$ cat config.mk
export PLATFORM = sky130hd
export DESIGN_NAME = ysyx_23060072_multdiv_seq
export DESIGN_NICKNAME = d
export VERILOG_FILES = /design/src/rtl/ysyx_23060072_multdiv_seq.sv
export SDC_FILE = /design/constraint.sdc
export NUM_CORES = 1
export LEC_CHECK = 0
export BUFFER_PORTS_ARGS = -buffer_cell sky130_fd_sc_hd__buf_2
export CAP_MARGIN = 20
export CELL_PAD_IN_SITES_DETAIL_PLACEMENT = 1
export CELL_PAD_IN_SITES_GLOBAL_PLACEMENT = 1
export CORE_MARGIN = 4
export CORE_UTILIZATION = 47
export DETAILED_ROUTE_END_ITERATION = 16
export MAX_ROUTING_LAYER = met4
export PLACE_DENSITY = 0.93
export SLEW_MARGIN = 20
export SYNTH_ARGS = -nofsm -noshare
export SYNTH_HDL_FRONTEND = slang
export SYNTH_SLANG_ARGS = --single-unit
$ cat constraint.sdc
create_clock -name clk -period 6.4 [get_ports clk]
set_input_delay 0.32 -clock clk [delete_from_list [all_inputs] [get_ports clk]]
set_output_delay 0.32 -clock clk [all_outputs]
set_load 0.05 [all_outputs]
$ cat src/rtl/ysyx_23060072_multdiv_seq.sv
// Iterative RV32M multiply/divide engine for the EX stage: shift-add multiply
// retiring MUL_BITS bits per cycle, restoring divide retiring 1 bit per cycle.
module ysyx_23060072_multdiv_seq #(
    parameter int XLEN     = 32,
    parameter int MUL_BITS = 1
) (
    input  logic            clk,
    input  logic            rst_n,
    input  logic            multdiv_en_i,
    input  logic [3:0]      op_i,
    input  logic [XLEN-1:0] operand_a_i,
    input  logic [XLEN-1:0] operand_b_i,
    input  logic            accept_i,
    input  logic            flush_i,
    output logic [XLEN-1:0] result_o,
    output logic            valid_o,
    output logic            hold_flag_o,
    output logic            busy_o
);
    localparam int              CW        = $clog2(XLEN + 1);
    localparam logic [XLEN-1:0] MIN_NEG   = {1'b1, {(XLEN-1){1'b0}}};
    localparam logic [XLEN-1:0] ALL_ONES  = {XLEN{1'b1}};
    localparam logic [CW-1:0]   MUL_STEPS = CW'(XLEN / MUL_BITS);
    localparam logic [CW-1:0]   DIV_STEPS = CW'(XLEN);

    typedef enum logic [1:0] {S_IDLE = 2'd0, S_BUSY = 2'd1, S_DONE = 2'd2} state_t;

    state_t                   state_r, state_nxt_s;
    logic [CW-1:0]            cnt_r, cnt_nxt_s;
    logic [3:0]               op_r;
    logic                     neg_r;
    logic [XLEN-1:0]          b_mag_r;
    logic [2*XLEN-1:0]        acc_r;
    logic [XLEN-1:0]          result_r, result_nxt_s;
    logic                     valid_r, busy_r;
    logic                     load_s, step_s;

    logic                     a_sgn_s, b_sgn_s, a_neg_s, b_neg_s, neg_in_s;
    logic [XLEN-1:0]          a_mag_s, b_mag_s, special_res_s, final_s, div_half_s;
    logic                     invalid_s, div_zero_s, ovf_s, special_s;
    logic [XLEN+MUL_BITS-1:0] partial_s, sum_s;
    logic [XLEN:0]            trial_s;
    logic [XLEN-1:0]          rem_new_s;
    logic [2*XLEN-1:0]        mul_nxt_s, div_nxt_s, mul_fin_s;

    function automatic logic [XLEN-1:0] abs_val(input logic [XLEN-1:0] v, input logic neg);
        return neg ? -v : v;
    endfunction

    // Operand signedness per opcode: MUL/MULH/DIV/REM signed x signed, MULHSU signed x unsigned.
    always_comb begin
        a_sgn_s = 1'b0;
        b_sgn_s = 1'b0;
        case (op_i)
            4'd0, 4'd1, 4'd4, 4'd6: begin a_sgn_s = 1'b1; b_sgn_s = 1'b1; end
            4'd2:                   begin a_sgn_s = 1'b1; b_sgn_s = 1'b0; end
            default:                begin a_sgn_s = 1'b0; b_sgn_s = 1'b0; end
        endcase
    end

    assign a_neg_s    = a_sgn_s & operand_a_i[XLEN-1];
    assign b_neg_s    = b_sgn_s & operand_b_i[XLEN-1];
    assign a_mag_s    = abs_val(operand_a_i, a_neg_s);
    assign b_mag_s    = abs_val(operand_b_i, b_neg_s);
    // Remainder takes the dividend's sign; everything else the sign product.
    assign neg_in_s   = (op_i[2] & op_i[1]) ? a_neg_s : (a_neg_s ^ b_neg_s);
    assign invalid_s  = op_i[3];
    assign div_zero_s = ~op_i[3] & op_i[2] & (operand_b_i == {XLEN{1'b0}});
    assign ovf_s      = ~op_i[3] & op_i[2] & ~op_i[0] &
                        (operand_a_i == MIN_NEG) & (operand_b_i == ALL_ONES);
    assign special_s  = invalid_s | div_zero_s | ovf_s;

    // Fast-path results that bypass the iterative engine.
    always_comb begin
        if (invalid_s) begin
            special_res_s = {XLEN{1'b0}};
        end else if (div_zero_s) begin
            special_res_s = op_i[1] ? operand_a_i : ALL_ONES;
        end else if (ovf_s) begin
            special_res_s = op_i[1] ? {XLEN{1'b0}} : MIN_NEG;
        end else begin
            special_res_s = {XLEN{1'b0}};
        end
    end

    // One iteration of each engine; acc_r holds {high/remainder, low/quotient}.
    always_comb begin
        partial_s = {{MUL_BITS{1'b0}}, b_mag_r} * {{XLEN{1'b0}}, acc_r[MUL_BITS-1:0]};
        sum_s     = {{MUL_BITS{1'b0}}, acc_r[2*XLEN-1:XLEN]} + partial_s;
        mul_nxt_s = {sum_s, acc_r[XLEN-1:MUL_BITS]};
        trial_s   = {acc_r[2*XLEN-1:XLEN], acc_r[XLEN-1]} - {1'b0, b_mag_r};
        rem_new_s = trial_s[XLEN] ? acc_r[2*XLEN-2:XLEN-1] : trial_s[XLEN-1:0];
        div_nxt_s = {rem_new_s, acc_r[XLEN-2:0], ~trial_s[XLEN]};
        mul_fin_s = neg_r ? -mul_nxt_s : mul_nxt_s;
        div_half_s = op_r[1] ? div_nxt_s[2*XLEN-1:XLEN] : div_nxt_s[XLEN-1:0];
        if (op_r[2]) begin
            final_s = neg_r ? -div_half_s : div_half_s;
        end else if (op_r[1:0] != 2'b00) begin
            final_s = mul_fin_s[2*XLEN-1:XLEN];
        end else begin
            final_s = mul_fin_s[XLEN-1:0];
        end
    end

    // Next-state logic for IDLE -> BUSY/DONE -> IDLE sequencing.
    always_comb begin
        state_nxt_s  = state_r;
        cnt_nxt_s    = cnt_r;
        result_nxt_s = result_r;
        load_s       = 1'b0;
        step_s       = 1'b0;
        case (state_r)
            S_IDLE: begin
                if (multdiv_en_i && !flush_i) begin
                    load_s = 1'b1;
                    if (special_s) begin
                        state_nxt_s  = S_DONE;
                        result_nxt_s = special_res_s;
                        cnt_nxt_s    = {CW{1'b0}};
                    end else begin
                        state_nxt_s = S_BUSY;
                        cnt_nxt_s   = op_i[2] ? DIV_STEPS : MUL_STEPS;
                    end
                end else begin
                    state_nxt_s = S_IDLE;
                end
            end
            S_BUSY: begin
                if (flush_i) begin
                    state_nxt_s = S_IDLE;
                    cnt_nxt_s   = {CW{1'b0}};
                end else begin
                    step_s    = 1'b1;
                    cnt_nxt_s = cnt_r - CW'(1);
                    if (cnt_r == CW'(1)) begin
                        state_nxt_s  = S_DONE;
                        result_nxt_s = final_s;
                    end else begin
                        state_nxt_s = S_BUSY;
                    end
                end
            end
            S_DONE: begin
                if (flush_i || accept_i) begin
                    state_nxt_s = S_IDLE;
                end else begin
                    state_nxt_s = S_DONE;
                end
            end
            default: begin
                state_nxt_s = S_IDLE;
                cnt_nxt_s   = {CW{1'b0}};
            end
        endcase
    end

    // Control state and registered outputs.
    always_ff @(posedge clk or negedge rst_n) begin
        if (!rst_n) begin
            state_r  <= S_IDLE;
            cnt_r    <= {CW{1'b0}};
            result_r <= {XLEN{1'b0}};
            valid_r  <= 1'b0;
            busy_r   <= 1'b0;
        end else begin
            state_r  <= state_nxt_s;
            cnt_r    <= cnt_nxt_s;
            result_r <= result_nxt_s;
            valid_r  <= (state_nxt_s == S_DONE);
            busy_r   <= (state_nxt_s == S_BUSY);
        end
    end

    // Operand capture and iterative accumulator.
    always_ff @(posedge clk or negedge rst_n) begin
        if (!rst_n) begin
            op_r    <= 4'd0;
            neg_r   <= 1'b0;
            b_mag_r <= {XLEN{1'b0}};
            acc_r   <= {(2*XLEN){1'b0}};
        end else if (load_s) begin
            op_r    <= op_i;
            neg_r   <= neg_in_s;
            b_mag_r <= b_mag_s;
            acc_r   <= {{XLEN{1'b0}}, a_mag_s};
        end else if (step_s) begin
            acc_r   <= op_r[2] ? div_nxt_s : mul_nxt_s;
        end else begin
            acc_r   <= acc_r;
        end
    end

    assign result_o    = result_r;
    assign valid_o     = valid_r;
    assign busy_o      = busy_r;
    assign hold_flag_o = !flush_i && (((state_r == S_IDLE) && multdiv_en_i) || (state_r == S_BUSY));

endmodule

Word-level counts from Yosys, hierarchy flattened --
Index checks and enable logic that the tools add are counted. Widths: inputs -> output; s select.
Storage, ports and cells: flip-flop bits (word level) 142, input bits 73, output and inout bits 35
Cells by class: $add $sub $neg 7, multipliers 1, equal/unequal tests 15, mux-type cells 38, bitwise operators 15, reductions and logical operators 16
Operators by type and width (number):
- $mux 32 | 16
- $mux 64 | 4
- $neg 32->32 | 3
- $eq 32x32->1 const B | 2
- $neg 64->64 | 1
- $pmux 32 s2 | 1
- $add 32x33->33 | 1
- $mul 32x1->33 | 1
- $sub 33x32->33 | 1
- $logic_not 32->1 | 1
- $mux 6 | 3
- $pmux 6 s3 | 1
- $mux 2 | 5
- $and 1x1->1 | 8
- $eq 4x3->1 const B | 2
- $ne 2x2->1 const B | 4
- $mux 1 | 7
- $eq 6x1->1 const B | 1
- $pmux 2 s3 | 1
- $reduce_bool 2->1 | 3
- $sub 6x1->6 const B | 1
- $reduce_and 5->1 | 1
- $reduce_or 5->1 | 1
- $eq 2x1->1 const B | 2
- 13 further kinds | 21

Longest topological paths before layout --
Gate-level depths: netlist of the first run.
word-level depth 11, depth in mapped cells 24

Worst setup path after synthesis of the first run --
OpenSTA, ideal clock, no wires.
path kind reg-to-reg, start point register acc_r[31], end point register result_r[30], in the netlist result_o[30], setup time 0.135 ns, data arrival time 5.069 ns, data required time 6.265 ns, slack 1.197 ns, cell stages (with the launch flop) 25, buffers on the path 3, cells stage by stage dfrtp_1 -> inv_1 -> ha_1 -> inv_1 -> fa_1 -> a211oi_1 -> o211ai_1 -> a22oi_2 -> a211oi_4 -> or3_1 -> buf_2 -> buf_2 -> nand2_1 -> buf_4 -> mux2i_1 -> a21o_1 -> ha_1 -> nand2_1 -> nor3_1 -> a221oi_1 -> a2111o_1 -> or3_1 -> o31a_1 -> a311oi_1 -> a31oi_1
Between the ends: longest elaborated chain between the ends 9, elaborated cells on any way between the ends 13
Ends and longest elaborated chain:
- start, declared | RTL line 33 | logic [2*XLEN-1:0] acc_r;
- start signal, assigned | RTL line 180 | acc_r <= {(2*XLEN){1'b0}};
- start signal, assigned | RTL line 185 | acc_r <= {{XLEN{1'b0}}, a_mag_s};
- start signal, assigned | RTL line 187 | acc_r <= op_r[2] ? div_nxt_s : mul_nxt_s;
- $sub 33x32->33 | RTL line 91 | trial_s = {acc_r[2*XLEN-1:XLEN], acc_r[XLEN-1]} - {1'b0, b_mag_r};
- $mux 32 / $not 1->1 (equally long branches) | RTL line 92, 93
- $mux 32 | RTL line 95 | div_half_s = op_r[1] ? div_nxt_s[2*XLEN-1:XLEN] : div_nxt_s[XLEN-1:0];
- $neg 32->32 | RTL line 97 | final_s = neg_r ? -div_half_s : div_half_s;
- $mux 32 | RTL line 97
- $mux 32 (*) | RTL line 96 | if (op_r[2]) begin
- $mux 32 (*) | RTL line 135 | if (cnt_r == CW'(1)) begin
- $mux 32 (*) | RTL line 129 | if (flush_i) begin
- $pmux 32 s2 (*) | RTL line 112 | case (state_r)
- end signal, assigned | RTL line 162 | result_r <= {XLEN{1'b0}};
- end signal, assigned | RTL line 168 | result_r <= result_nxt_s;
- end, declared | RTL line 34 | logic [XLEN-1:0] result_r, result_nxt_s;
Mark *: on every way between the ends. The rest lies on a longest branch, timed or not. The select of a mux whose other input is x is not followed. A chain may end at the register's enable or synchronous reset.

Worst setup path in the final report of the first run --
start point register acc_r[31], end point register result_r[31], in the netlist result_o[31]
Same word-level chain as after synthesis.

==> impl_metrics.tcl, run 1 <==
set metrics [dict create \
    slowest_stage "nor4_1" \
    start_util_pct 47.7 \
    hp-start "flush_i" \
    tns_ps 0 \
    cp-end-kind "flip-flop" \
    cts_tree "built" \
    drive_gt1_share_pct 9.65 \
    critPathMaxFanout 19 \
    finalHoldViolCount 0 \
    relSlewSlack_pct 26.6 \
    crit_family "simple AND/OR/NAND/NOR gates" \
    gp_congestion 1.06 \
    wirelength_mm 71.4 \
    cts_made_buffers 17 \
    antenna_found_initial 8 \
    root_buffer "clkbuf_16" \
    path_clk_slew_ps 70 \
    finalHoldWorstSlack_ps 162 \
    core_mm2 0.0345 \
    viasPerCell 6.92 \
    tightest_slew_ps 1090 \
    reg2reg_from "acc_r[31]" \
    hold_depth 2 \
    grt_pass1_vias 18700 \
    overflow 0 \
    placement.io_buffers 107 \
    synth_seq_area_share_pct 21.6 \
    slowest_delay_ps 770 \
    synth_warnings 0 \
    min_path_type "input port to flip-flop" \
    drc_errors 0 \
    power.density_mw_per_mm2 416 \
    r2r_slack_ps 380 \
    drv_slew 0 \
    multi_input_area_mm2 0.0121 \
    period_share_pct 94.0 \
    ys_ff_latch 142 \
    dp.final_hpwl_mm 54.9 \
    final.setup_skew_ps 17.6 \
    crit_buf_inv 3 \
    layout_common_cells "o21ai_0, nand2_1, a21oi_1" \
    layout.nets 2386 \
    synthTopCellsByArea "dfrtp_1, o21ai_0, nand2_1" \
    track_usage_pct 37.1 \
    die_w_um 195 \
    holdPathEnd "valid_o" \
    synth_edf_count 0 \
    async_flop_share_pct 100 \
    wl_per_cell_um 26.3 \
    netlist.area_leader.share_pct 21.6 \
    ys_types 98 \
    cp-start-kind "flip-flop" \
    ant_nets 0 \
    io_pins 108 \
    synth_top_area_cell "dfrtp_1" \
    die_h_um 195 \
    crit_type "flip-flop to flip-flop" \
    synth_ff_type "dfrtp_1" \
    p_leak_nw 7.13 \
    fmax_mhz 166 \
    rsz0062_at_grt "false" \
    synth_nets 2385 \
    dp_slack_ps 345 \
    peakVddDrop_uv 332 \
    min_period_ps 6020 \
    cts_max_path_buffers 2 \
    setup_viol 0 \
    final_common_cell "o21ai_0" \
    crit_start "acc_r[31]" \
    grt_pass1_wl_mm 109 \
    clock-sinks 142 \
    clock_latency_ps 470 \
    drv_cap 0 \
    r2r_end "result_o[31]" \
    postSynthAreaPerCell_um2 7.36 \
    drtPass1Iterations 5 \
    crit_chain "inv_1 -> ha_1 -> inv_1 -> fa_1 -> a211oi_1 -> o211ai_1 -> a22oi_2 -> a211oi_4 -> nor3_4 -> nor2_2 -> buf_4 -> o311a_1 -> nor4_1 -> nand4b_1 -> o31ai_1 -> o32ai_1 -> nor3_1" \
    area_growth_pct 8.06 \
    r2r_cells 17 \
    grt_start_max_net_pins 97 \
    status "completed" \
    vias 18700 \
    worst-endpoint-arrival_ps 6400 \
    syn_inst 2239 \
    syn_area_mm2 0.0165 \
    setup_ws_ps 384 \
    drt_iter0_drc 1959 \
    register_area_mm2 0.00356 \
    worstPathRequired_ps 6780 \
    dieArea_mm2 0.0381 \
    fillers 4457 \
    h-tree-depth 4 \
    crit_top_cell "inv_1" \
    rows 68 \
]
[worst max-delay path by stage]
stage                   endpoint  cells past startpoint
finish              result_o[31]                     17
global route        result_o[30]                     22
CTS                 result_o[30]                     22
detailed placement  result_o[30]                     22
global placement    result_o[30]                     22
floorplan           result_o[30]                     24
[metal layers]
metal / vias up / wire [µm] / GRT usage, %
met5: - / 0 / -
met4: 0 / 3430 / 16.3
met3: 218 / 6830 / 9.49
met1: 9344 / 28600 / 46.6
li1: 8258 / - / -
met2: 927 / 32600 / 56.7
[final cells by class]
class | instances | area share (%)
flip-flops and latches | 142 | 20.0
repair buffers | 134 | 4.31
multi-input cells | 1878 | 68.0
clock inverters | 6 | 0.366
well taps | 455 | 3.20
inverters | 67 | 1.41
diodes | 6 | 0.0844
clock buffers | 22 | 2.61
[sequential cells by signal, indices dropped and copies added (netlist names)]
name / count
acc_r: 64
b_mag_r: 32
result_o: 32
cnt_r: 6
op_r: 3
state_r: 2
busy_o: 1
neg_r: 1
valid_o: 1
[cells by family (layout without fill, tap and decap cells)]
family / Yosys count / count (layout) / synth area share [%]
flops: 142 / 142 / 21.6
compound gates: 802 / 802 / 31.3
mux: 63 / 63 / 3.90
fa+ha+maj: 73 / 73 / 5.64
simple gates: 769 / 769 / 23.3
xor+xnor: 171 / 171 / 9.09
buf+inv: 219 / 229 / 5.22
other cells: 0 / 6 / 0
[synthesized netlist by cell type (11+ instances only)]
cell      number
a211oi_1      28
a21o_1        30
a21oi_1      165
a31oi_1       22
and2_1        47
and3_1        16
buf_1         12
buf_2         15
clkbuf_1     122
dfrtp_1      142
ha_1          71
inv_1         66
mux2i_1       54
nand2_1      254
nand2b_1      26
nand3_1       55
nand4_1       30
nor2_1       153
nor2b_1       12
nor3_1        49
nor4_1        24
o211ai_1      67
o21a_1        20
o21ai_0      265
o31ai_1       45
o41ai_1       13
or2_2         11
or3_1         35
or4_1         12
xnor2_1       84
xor2_1        87
[worst register-to-register path: stages (launching register included)]
cell,delay (ps)
dfrtp_1,420
inv_1,150
ha_1,200
inv_1,60
fa_1,450
a211oi_1,420
o211ai_1,240
a22oi_2,370
a211oi_4,160
nor3_4,520
nor2_2,220
buf_4,290
o311a_1,360
nor4_1,770
nand4b_1,540
o31ai_1,450
o32ai_1,150
nor3_1,170
[through the flow]
stage	util, %	instance area (µm²)	cells	power (mW)
after floorplan	-	16500	2239	4.74
after global placement	49.8	17200	2674	6.07
after CTS	51.3	17700	2702	7.25
final	51.5	17800	2710	7.41
after global routing	51.5	17800	2710	7.80
after detailed placement	49.8	17200	2674	6.24
[power breakdown]
group / leakage [nW] / switching, mW / internal [mW]
Sequential: 1.82 / 0.500 / 1.13
Combinational: 5.06 / 3.19 / 1.61
Clock: 0.246 / 0.444 / 0.545
[repair_timing]
action                     CTS  global route
hold buffers                 0             1
hold endpoints to repair     0            37
setup endpoints to repair    0            11
setup buffers                0             0
gates resized for setup      0             1
(Power assumes the default switching activity.)
==> run 2, diff against run 1 <==
Settings changed: ABC_AREA from default to 1, CORE_UTILIZATION 47 to 44.
==> impl_metrics.tcl, run 2 <==
set metrics [dict create \
    r2r_cells 27 \
    dpl.cell_count 3508 \
    antenna_found_initial 2 \
    fillers 5537 \
    regMostFlops "acc_r" \
    vias 21100 \
    overflow 0 \
    crit_type "flip-flop to flip-flop" \
    tightest_slew_ps 1120 \
    worstPathRequired_ps 6840 \
    synth.most_common_cell "nand2_1" \
    hp-start "op_i[2]" \
    track_usage_pct 39.3 \
    die_w_um 206 \
    drv_cap 0 \
    cp-start-kind "flip-flop" \
    cts_tree "built" \
    postSynthAreaPerCell_um2 5.81 \
    synth_top_cells_by_count "nand2_1, inv_1, nor2_1" \
    syn_area_mm2 0.0173 \
    grt_pass1_vias 20900 \
    synth_edf_count 0 \
    dp.final_hpwl_mm 65.1 \
    netlist.area_leader.share_pct 20.5 \
    placement.io_buffers 107 \
    cts_max_path_buffers 2 \
    ys_ff_latch 142 \
    drv_slew 0 \
    viasPerCell 5.96 \
    grt_pass1_wl_mm 125 \
    wirelength_mm 82.3 \
    wl_per_cell_um 23.2 \
    drc_errors 0 \
    final_cells 3544 \
    layout_common_cells "nand2_1, inv_1, nor2_1" \
    synth_top_area_cell "dfrtp_1" \
    hold_depth 3 \
    root_buffer "clkbuf_16" \
    rows 72 \
    ys_types 64 \
    tns_ps 0 \
    cp-end-kind "flip-flop" \
    layout.nets 3157 \
    ant_nets 0 \
    critPathMaxFanout 38 \
    grt_start_max_net_pins 77 \
    synth_ff_type "dfrtp_1" \
    area_growth_pct 8.56 \
    cts_made_buffers 17 \
    syn_inst 2976 \
    dieArea_mm2 0.0426 \
    p_switching_mw 4.89 \
    pwr-share-comb_pct 66.6 \
    rsz0062_at_grt "false" \
    clock-sinks 142 \
    min_period_ps 4850 \
    multi_input_area_mm2 0.0119 \
    peakVddDrop_uv 290 \
    drtPass1Iterations 5 \
    gp_congestion 1.05 \
    async_flop_share_pct 100 \
    period_share_pct 75.9 \
    path_clk_slew_ps 80 \
    die_h_um 206 \
    r2r_end "result_o[29]" \
    synthTopCellsByArea "dfrtp_1, nand2_1, inv_1" \
    clkPwrFrac_pct 13.1 \
    register_area_mm2 0.00356 \
    synth_seq_area_share_pct 20.5 \
    fmax_mhz 206 \
    min_path_type "input port to flip-flop" \
    reg2reg_from "acc_r[31]" \
    io_pins 108 \
    largest_register_ffs 64 \
    intPower_mw 3.23 \
    synth_nets 3122 \
    utilization_pct 48.5 \
    drt_iter0_drc 2151 \
    setup_ws_ps 1550 \
    h-tree-depth 4 \
    r2r_slack_ps 1550 \
    relSlewSlack_pct 24.9 \
    finalHoldViolCount 0 \
    p_leak_nw 9.56 \
    holdPathEnd "op_r[2]" \
    final.setup_skew_ps 19.7 \
    power.density_mw_per_mm2 432 \
    clock_latency_ps 510 \
    final_common_cell "nand2_1" \
    setup_viol 0 \
    start_util_pct 44.7 \
    swShare_pct 60.2 \
    drive_gt1_share_pct 8.83 \
    synth_warnings 0 \
    core_mm2 0.0387 \
    power_frac_seq_pct 20.4 \
    status "completed" \
    dp_slack_ps 1750 \
    worst-endpoint-arrival_ps 5300 \
]
## run 2: how the worst max path moves through the flow
| stage | startpoint | to | depth (start not counted) |
|---|---|---|---|
| after floorplan | acc_r[31] | result_o[24] | 28 |
| after global placement | acc_r[0] | result_o[25] | 24 |
| after detailed placement | acc_r[31] | result_o[29] | 27 |
| after CTS | acc_r[31] | result_o[29] | 27 |
| after global routing | acc_r[31] | result_o[29] | 27 |
| final | acc_r[31] | result_o[29] | 27 |
## run 2: stage by stage
stage / hold WS [ps] / total power [mW] / instance area (µm²)
2_1_floorplan: 24.4 / 5.17 / 17300
3_3_place_gp: 403 / 6.75 / 18200
3_5_place_dp: 413 / 6.91 / 18200
4_1_cts: 72.2 / 7.99 / 18700
5_1_grt: 109 / 8.67 / 18800
6_report: 97.3 / 8.12 / 18800
## run 2: critical path, cell delays in order, from the launching register on
cell     delay (ps)
dfrtp_1         460
inv_1           150
ha_1            190
inv_1            90
fa_1            410
nand2_1          90
nand2_1          90
nand3_1         110
nand2_2         100
nand2_1          90
nand2_2          90
nand2_4         120
nand3_4         140
nand2_4         500
nand2_1         180
nand3_1         150
nand2_1         140
inv_1           110
nand2_1          60
nor2_1          300
nand2_1         120
nor2_1          290
nand2_1         140
nand3_1         100
nand3_1          90
nand2_1         180
nand2_1         140
a21oi_2         140
## run 2: power groups by stage
stage / registers (mW) / clock network (mW) / logic [mW]
after global placement: 1.63 / 0 / 5.12
after floorplan: 1.69 / 0 / 3.48
after global routing: 1.68 / 1.10 / 5.90
after detailed placement: 1.65 / 0 / 5.26
final: 1.66 / 1.06 / 5.40
after CTS: 1.63 / 1.06 / 5.30
## run 2: layout make-up
cell class | count | share of cell area (%)
well taps | 518 | 3.45
multi-input cells | 2351 | 63.2
inverters | 369 | 7.38
clock inverters | 15 | 0.813
diodes | 2 | 0.0266
clock buffers | 17 | 2.27
repair buffers | 130 | 3.92
flip-flops and latches | 142 | 19.0
## run 2: cells by family (layout without fill, tap and decap cells)
kind of cell	Yosys count	count (layout)	share of synthesized area [%]
AND/OR/NAND/NOR	1611	1611	39.4
AO/OA/AOI/OAI	559	559	18.3
buffers and inverters	483	531	10.9
flip-flops	142	142	20.5
XOR/XNOR	108	108	5.47
adder cells (fa/ha/maj)	73	73	5.37
other	0	2	0
## run 2: timing repair
item,CTS,global route
buffers inserted,0,0
endpoints found under the hold margin,68,0
hold buffers,1,0
resized for setup,0,0
## run 2: per-layer routing
| layer | up-vias | share of wire (%) | global-route usage (%) |
|---|---|---|---|
| met3 | 159 | 7.7 | 6.87 |
| met2 | 899 | 44 | 58.4 |
| met4 | 0 | 3.8 | 14.6 |
| li1 | 9728 | - | - |
| met5 | - | 0 | - |
| met1 | 10300 | 45 | 53.7 |
